## src/rtl/load_store_unit.sv

```systemverilog
// Load/store unit between the execute stage and a word-addressed cache: lane extract/extend, sub-word RMW.
// Latency accept->resp: error 1, load/word store 2, sub-word store 3 cycles.
// Backpressure: one request in flight; req_ready_o only in IDLE, response held until resp_ready_i.
module load_store_unit #(
    parameter int WORD_BITS = 32,
    parameter int ADDR_BITS = 8
) (
    input  logic                 clk_i,
    input  logic                 reset_ni,
    input  logic                 req_valid_i,
    output logic                 req_ready_o,
    input  logic                 req_we_i,
    input  logic [1:0]           req_size_i,
    input  logic                 req_signed_i,
    input  logic [ADDR_BITS-1:0] req_addr_i,
    input  logic [WORD_BITS-1:0] req_wdata_i,
    output logic                 resp_valid_o,
    input  logic                 resp_ready_i,
    output logic [WORD_BITS-1:0] resp_rdata_o,
    output logic                 resp_err_o,
    output logic [ADDR_BITS-1:0] cache_addr_o,
    input  logic [WORD_BITS-1:0] cache_rd_data_i,
    output logic [WORD_BITS-1:0] cache_wr_data_o,
    output logic                 cache_wr_en_o
);

    typedef enum logic [1:0] {IDLE, ACCESS, MERGE, RESP} state_t;

    localparam logic [1:0] SZ_BYTE = 2'b00;
    localparam logic [1:0] SZ_HALF = 2'b01;
    localparam logic [1:0] SZ_WORD = 2'b10;

    state_t               state;
    logic                 we_q;
    logic [1:0]           size_q;
    logic                 sgn_q;
    logic [ADDR_BITS-1:0] addr_q;
    logic [WORD_BITS-1:0] wdata_q;
    logic [WORD_BITS-1:0] rdata_q;
    logic                 err_q;
    logic                 vld_q;
    logic                 wr_en_q;
    logic [WORD_BITS-1:0] wr_data_q;

    logic                 bad_req;
    logic [7:0]           byte_sel;
    logic [15:0]          half_sel;
    logic [WORD_BITS-1:0] load_data;
    logic [WORD_BITS-1:0] merged;

    assign bad_req = (req_size_i == 2'b11)
                   | ((req_size_i == SZ_HALF) & req_addr_i[0])
                   | ((req_size_i == SZ_WORD) & (|req_addr_i[1:0]));

    always_comb begin
        byte_sel  = cache_rd_data_i[7:0];
        half_sel  = addr_q[1] ? cache_rd_data_i[31:16] : cache_rd_data_i[15:0];
        load_data = cache_rd_data_i;
        merged    = cache_rd_data_i;
        case (addr_q[1:0])
            2'd0:    byte_sel = cache_rd_data_i[7:0];
            2'd1:    byte_sel = cache_rd_data_i[15:8];
            2'd2:    byte_sel = cache_rd_data_i[23:16];
            default: byte_sel = cache_rd_data_i[31:24];
        endcase
        if (size_q == SZ_BYTE)
            load_data = {{(WORD_BITS-8){sgn_q & byte_sel[7]}}, byte_sel};
        else if (size_q == SZ_HALF)
            load_data = {{(WORD_BITS-16){sgn_q & half_sel[15]}}, half_sel};
        // Only the addressed lane of the old word is replaced; the rest is written back as read.
        if (size_q == SZ_BYTE) begin
            case (addr_q[1:0])
                2'd0:    merged[7:0]   = wdata_q[7:0];
                2'd1:    merged[15:8]  = wdata_q[7:0];
                2'd2:    merged[23:16] = wdata_q[7:0];
                default: merged[31:24] = wdata_q[7:0];
            endcase
        end else if (addr_q[1]) begin
            merged[31:16] = wdata_q[15:0];
        end else begin
            merged[15:0] = wdata_q[15:0];
        end
    end

    always_ff @(posedge clk_i or negedge reset_ni) begin
        if (!reset_ni) begin
            state     <= IDLE;
            we_q      <= 1'b0;
            size_q    <= 2'b00;
            sgn_q     <= 1'b0;
            addr_q    <= '0;
            wdata_q   <= '0;
            rdata_q   <= '0;
            err_q     <= 1'b0;
            vld_q     <= 1'b0;
            wr_en_q   <= 1'b0;
            wr_data_q <= '0;
        end else begin
            case (state)
                IDLE: begin
                    if (req_valid_i) begin
                        we_q    <= req_we_i;
                        size_q  <= req_size_i;
                        sgn_q   <= req_signed_i;
                        addr_q  <= req_addr_i;
                        wdata_q <= req_wdata_i;
                        if (bad_req) begin
                            rdata_q <= '0;
                            err_q   <= 1'b1;
                            vld_q   <= 1'b1;
                            state   <= RESP;
                        end else begin
                            // Whole-word stores need no read, so the write is issued in ACCESS.
                            if (req_we_i && req_size_i == SZ_WORD) begin
                                wr_en_q   <= 1'b1;
                                wr_data_q <= req_wdata_i;
                            end
                            state <= ACCESS;
                        end
                    end
                end
                ACCESS: begin
                    if (!we_q) begin
                        rdata_q <= load_data;
                        vld_q   <= 1'b1;
                        state   <= RESP;
                    end else if (size_q == SZ_WORD) begin
                        wr_en_q <= 1'b0;
                        rdata_q <= '0;
                        vld_q   <= 1'b1;
                        state   <= RESP;
                    end else begin
                        wr_en_q   <= 1'b1;
                        wr_data_q <= merged;
                        state     <= MERGE;
                    end
                end
                MERGE: begin
                    wr_en_q <= 1'b0;
                    rdata_q <= '0;
                    vld_q   <= 1'b1;
                    state   <= RESP;
                end
                default: begin
                    if (resp_ready_i) begin
                        vld_q   <= 1'b0;
                        err_q   <= 1'b0;
                        rdata_q <= '0;
                        state   <= IDLE;
                    end
                end
            endcase
        end
    end

    assign req_ready_o     = reset_ni & (state == IDLE);
    assign resp_valid_o    = vld_q;
    assign resp_rdata_o    = rdata_q;
    assign resp_err_o      = err_q;
    assign cache_addr_o    = {addr_q[ADDR_BITS-1:2], 2'b00};
    assign cache_wr_data_o = wr_data_q;
    assign cache_wr_en_o   = wr_en_q;

endmodule
```

## config.mk

```make
export PLATFORM = sky130hd
export DESIGN_NAME = load_store_unit
export DESIGN_NICKNAME = d
export VERILOG_FILES = /design/src/rtl/load_store_unit.sv
export SDC_FILE = /design/constraint.sdc
export NUM_CORES = 1
export LEC_CHECK = 0
export BUFFER_PORTS_ARGS = -buffer_cell sky130_fd_sc_hd__buf_2
export CAP_MARGIN = 20
export CORE_ASPECT_RATIO = 1.4
export CORE_MARGIN = 2
export CORE_UTILIZATION = 25
export CTS_BUF_LIST = sky130_fd_sc_hd__clkbuf_4 sky130_fd_sc_hd__clkbuf_8
export DETAILED_ROUTE_END_ITERATION = 10
export PLACE_DENSITY = 0.48
export SKIP_CTS_REPAIR_TIMING = 1
export SYNTH_ARGS = -nofsm -noshare
export SYNTH_HDL_FRONTEND = slang
export SYNTH_SLANG_ARGS = --single-unit
```

## constraint.sdc

```tcl
create_clock -name clk_i -period 3.3 [get_ports clk_i]
set_input_delay 0.825 -clock clk_i [delete_from_list [all_inputs] [get_ports clk_i]]
set_output_delay 0.825 -clock clk_i [all_outputs]
set_load 0.02 [all_outputs]
```

# [After elaboration in Yosys (flattened, before gate mapping)]
# Cells that the tools add are included.
[totals] register_bits=97 in_bits=80 elab_cells=94
[classes] eq_ne=16 n_mux=42 bitwise_logic=8 reduce_logical=17
[ops] operator="32-bit two-way mux" count=13
[ops] operator="32-bit one-hot mux with 3 select lines" count=1
[ops] operator="32-bit one-hot mux with 2 select lines" count=1
[ops] operator="16-bit two-way mux" count=3
[ops] operator="8-bit two-way mux" count=4
[ops] operator="8-bit one-hot mux with 3 select lines" count=1
[ops] operator="1-bit two-way mux" count=12
[ops] operator="2-bit != test (second input constant)" count=6
[ops] operator="2-bit == test (second input constant)" count=5
[ops] operator="2-bit by 1-bit == test with 1-bit output (second input constant)" count=4
[ops] operator="4-bit AND reduction" count=2
[ops] operator="2-bit logical NOT" count=3
[ops] operator="2-bit two-way mux" count=3
[ops] operator="1-bit one-hot mux with 3 select lines" count=2
[ops] operator="2-bit one-hot mux with 3 select lines" count=1
[ops] operator="6-bit AND reduction" count=1
[ops] operator="1-bit AND" count=5
[ops] operator="5-bit AND reduction" count=1
[ops] operator="2-bit AND reduction" count=2
[ops] operator="2-bit nonzero test" count=2
[ops] operator="4-bit nonzero test" count=1
[ops] operator="2-bit OR reduction" count=2
[ops] operator="3-bit != test (second input constant)" count=1
[ops] operator="3-bit nonzero test" count=1
[ops] operator="5 further kinds" count=6

# [Longest topological paths before layout]
[logic_depth] ltp_word=7 ltp_mapped=9 ltp_nobuf=6

# [Worst setup path before layout]
# Ideal clock, no wire load.
[synth_timing] kind="input to register" startpoint="input port req_size_i[0]" endpoint="register wr_data_q[15] (netlist: cache_wr_data_o[15])" setup_time_ns=0.125 t_arrival_ns=1.834 required_time_ns=3.175 slack_ns=1.342 cell_stages=5 path_buffers=1 path_cell_list="nor3_4 a41o_1 o211a_1 buf_4 mux2_2"
[synth_between] elab_chain_cells=6 word_cells_on_any_way=11 classes_between="eq/ne: 5; bitwise: 4; reduce/logical: 2"
[synth_rtl] item="from (decl)" line="13" rtl="input logic [1:0] req_size_i,"
[synth_rtl] item="2-bit by 1-bit == test with 1-bit output" line="52" rtl="| ((req_size_i == SZ_HALF) & req_addr_i[0])"
[synth_rtl] item="1-bit AND" line="52"
[synth_rtl] item="1-bit bitwise OR" line="52"
[synth_rtl] item="1-bit bitwise OR" line="53" rtl="| ((req_size_i == SZ_WORD) & (|req_addr_i[1:0]));"
[synth_rtl] item="2-bit != test (no line)"
[synth_rtl] item="6-bit AND reduction (no line) (*)"
[synth_rtl] item="to (signal assigned)" line="116" rtl="wr_data_q <= req_wdata_i;"
[synth_rtl] item="to (signal assigned)" line="134" rtl="wr_data_q <= merged;"
[synth_rtl] item="to (decl)" line="43" rtl="logic [WORD_BITS-1:0] wr_data_q;"
# Every way passes the cells marked *; elsewhere a longest branch is shown, timed or not.
# A chain may end at the register's enable or synchronous reset.

# [Final worst setup path]
[layout_timing] startpoint="register state[0]" endpoint="output port req_ready_o"
[layout_between] elab_chain_cells=2
[layout_rtl] item="from (decl)" line="33" rtl="state_t state;"
[layout_rtl] item="from (signal assigned)" line="87" rtl="state <= IDLE;"
[layout_rtl] item="from (signal assigned)" line="111" rtl="state <= RESP;"
[layout_rtl] item="from (signal assigned)" line="118" rtl="state <= ACCESS;"
[layout_rtl] item="2-bit logical NOT" line="156" rtl="assign req_ready_o = reset_ni & (state == IDLE);"
[layout_rtl] item="1-bit AND" line="156"
[layout_rtl] item="to (decl)" line="11" rtl="output logic req_ready_o,"
# No other way between the ends.

==> impl_summary.txt <==
----------------------------------------------------
[Status]
  Run status ... completed

[Timing]
  Clock Skews ... about 0.013 ns
  Final worst path period share ... about three quarters
  Relative slew slack ... between 40% and 50%
  Slew at the pin closest to its max-slew limit ... ~0.86 ns
  Total setup violations reported at the end of the flow ... 0
  Number of max-slew violations in the final report ... 0
  Total Neg Setup Slack ... 0 ns
  Fmax achieved ... 411 MHz
  Number of failing hold endpoints at the final stage ... 0
  Post-layout min period ... between 2 and 2.5 ns
  Setup repair after global routing missed its margin ... no

[Routing]
  Violation count after the first detailed-route iteration ... between 400 and 500
  Post-route DRC violation count ... 0
  Detailed Routing Iterations Pass 1 ... 10
  Number of vias per cell ... 5.02
  Wire length per cell after detailed routing ... 21.2 um
  Overall routed net length ... roughly 20000 um
  DR vias ... between 4000 and 5000
  Antenna Violating Nets Remaining ... 0

[Final layout]
  Final core utilization ... between 30% and 40%
  Antenna Diode Count ... 0
  Layout Nets ... between 700 and 800
  Area taken by multi-input logic gates ... 2540 um2
  Share of cells above drive strength 1 ... 36.9%
  Sequential cell area ... 2430 um2
  Layout overhead on the synthesized area ... 20.0%
  Number of fillers in the final layout ... ~2400
  Cell area after layout ... roughly 6600 um2

[Logic synthesis]
  Library cell with the largest summed area after synthesis ... sky130_fd_sc_hd__dfrtp_1
  Share of synthesized area occupied by flip-flops and latches ... between 40% and 50%
  Post-synthesis area per instance ... 11.1 um2
  #FFs+latches synth ... just under 100
  Yosys synthesis warning count ... 0
  Post-synth top area share ... a little over two fifths
  Number of flops mapped to enable cells by yosys ... 0
  Cell types with the largest area share after synthesis ... sky130_fd_sc_hd__dfrtp_1 (44%), sky130_fd_sc_hd__mux2i_1 (6.5%), sky130_fd_sc_hd__mux2_2 (6.1%)
  Predominant post-synthesis flop cell ... sky130_fd_sc_hd__dfrtp_1
  Summed instance area of the synthesized netlist ... around 5500 um2
  Count of distinct cell types in the synthesized netlist ... 56
  Async S/R FF share, synth ... 100%
  Mapped Cells ... 498

[Floorplanning]
  Standard-cell row count ... between 60 and 70
  Vertical extent of the die ... about 180 um
  Starting utilization of the core area ... approximately a quarter
  Core box area ... 21800 um2
  Die footprint ... approximately 23000 um2
  Number of top-level pins ... 156
  Die width ... around 130 um

[Setup path]
  Category of the worst setup path launch point ... flop
  Reg2Reg Launch Point ... state[0]
  Arrival time reported for the critical path endpoint ... about 1.6 ns
  Register-to-register setup slack ... 0.88 ns
  Worst Setup End Kind ... output pin
  Worst reg2reg endpoint ... resp_rdata_o[17]
  R2R depth ... 7
  Critical Path RT ... 2.47 ns
  CP max FO ... 10
  Critical path class ... reg -> out

[Global route]
  Global router's overall resource usage ... approximately 17%
  Antenna violations before repair ... 1
  Wire length of the first global-routing pass ... roughly 29000 um
  Overflow left after global routing ... 0
  Maximum number of pins on one net before global-route repair ... between 90 and 100
  Vias in the first global route ... roughly 4600

[Placed design]
  Final Wtd Congestion ... roughly 0.86
  Buffers on Ports ... between 150 and 200
  Placed instance area ... 6420 um2
  Post-DP HPWL ... around 15000 um

[Power]
  Leak Pwr ... about 3.2 nW
  Power density normalized to cell area ... ~1100 nW/um2
  Worst-case vdd ir drop ... 0.000417 V

[Worst hold path]
  Path class of the lowest-slack min-delay path ... in -> async

[Run]
  Max_cap viols ... 0

[Clock network]
  Clock latency on the worst-skew pair ... ~0.39 ns
  Clock slew at the register clock pins of the worst setup and hold paths ... 0.10 ns
  Max Root-Sink Buffers ... 2
  # H-tree levels ... 3
  Number of sinks driven by the clock tree ... slightly below 100
  Buffer type at the clock tree root ... sky130_fd_sc_hd__clkbuf_8
  Number of CTS-inserted buffers ... 9
  Clock tree from TritonCTS ... yes

----------------------------------------------------
cell usage after synthesis, types with 9 or more instances:
library cell / number
sky130_fd_sc_hd__o21ai_0: 17
sky130_fd_sc_hd__nand2b_1: 9
sky130_fd_sc_hd__dfrtp_1: 97
sky130_fd_sc_hd__buf_6: 9
sky130_fd_sc_hd__a22o_1: 31
sky130_fd_sc_hd__a211o_1: 16
sky130_fd_sc_hd__inv_1: 51
sky130_fd_sc_hd__buf_2: 14
sky130_fd_sc_hd__buf_4: 15
sky130_fd_sc_hd__nand2_1: 13
sky130_fd_sc_hd__mux2_2: 30
sky130_fd_sc_hd__mux2i_1: 36
sky130_fd_sc_hd__a21oi_1: 10
sky130_fd_sc_hd__o21ai_1: 12
sky130_fd_sc_hd__a222oi_1: 30
sky130_fd_sc_hd__o221ai_1: 9
sky130_fd_sc_hd__and2_1: 13
layout make-up:
cell class | count | area share [%]
tap | 297 | 5.61
clock inverter | 7 | 1.28
sequential | 97 | 36.6
clock buffer | 9 | 1.87
inverter | 52 | 2.95
timing repair buffer | 166 | 13.3
multi-input combinational | 301 | 38.4
worst max path at each step:
stage | depth (start not counted) | slack, ns | to | start
after floorplan | 5 | 1.34 | cache_wr_data_o[15] | req_size_i[0]
after global placement | 6 | 0.86 | cache_wr_data_o[12] | req_size_i[0]
after detailed placement | 6 | 0.80 | resp_rdata_o[29] | req_addr_i[0]
after CTS | 4 | 0.85 | req_ready_o | state[0]
after global routing | 7 | 0.60 | resp_rdata_o[17] | state[1]
final | 4 | 0.86 | req_ready_o | state[0]
layer usage:
layer / routed length, um / up-vias / share of wire, % / track usage, %
li1: - / 2120 / - / -
met4: 558 / 2 / 2.8 / 6.28
met3: 1050 / 28 / 5.3 / 3.04
met5: 11 / - / 0.056 / 0
met1: 7860 / 2360 / 40 / 20.1
met2: 10200 / 152 / 52 / 28.9
placed cells by master, fill, tap and decap left out, drive strengths merged, types with 3 or more instances in the layout:
cell / instances
o221ai: 9
a211oi: 6
nand2: 16
inv: 55
dfrtp: 97
mux2: 31
nor2: 6
a22o: 31
a21oi: 12
ha: 4
nor3: 3
mux2i: 36
clkbuf: 9
buf: 166
nor3b: 8
nand2b: 9
a222oi: 30
nor4bb: 5
clkinv: 3
and2: 13
o32ai: 7
o21ai: 31
a211o: 16
nor2b: 4
cell families after synthesis:
logic type / Yosys count / share of synthesized area (%)
multiplexers: 67 / 12.8
flip-flops: 97 / 44.0
AO/OA/AOI/OAI: 153 / 22.9
buffers and inverters: 101 / 10.0
adder cells (fa/ha/maj): 4 / 0.906
AND/OR/NAND/NOR: 75 / 9.27
other: 1 / 0.0679
metrics by stage:
stage	instances	worst slack, ns	total power (W)	hold WS [ns]
finish	929	0.865	0.00749	0.484
CTS	929	0.852	0.00758	0.515
global route	929	0.597	0.00802	0.522
detailed placement	913	0.804	0.00671	0.485
global placement	913	0.863	0.00664	0.472
floorplan	499	1.34	0.00553	0.474
flip-flops by register name (all words and copies together) (netlist names):
signal and count:
wdata_q 16, addr_q 8, resp_rdata_o 32, cache_wr_en_o 1
resp_valid_o 1, resp_err_o 1, state 2, cache_wr_data_o 32
we_q 1, size_q 2, sgn_q 1
power by group:
group          total, W  switching (W)  leakage (nW)  internal, W
logic           0.00436        0.00264          1.88      0.00172
clock network  0.000857       0.000491         0.106     0.000366
registers       0.00228       0.000480          1.21      0.00180
total           0.00749        0.00361          3.19      0.00389
worst max-delay path: stages (launching register included):
cell and delay (ns):
sky130_fd_sc_hd__dfrtp_1 0.43, sky130_fd_sc_hd__inv_1 0.10, sky130_fd_sc_hd__ha_1 0.34, sky130_fd_sc_hd__and2_1 0.19, sky130_fd_sc_hd__buf_2 0.16
(Power assumes the default switching activity.)
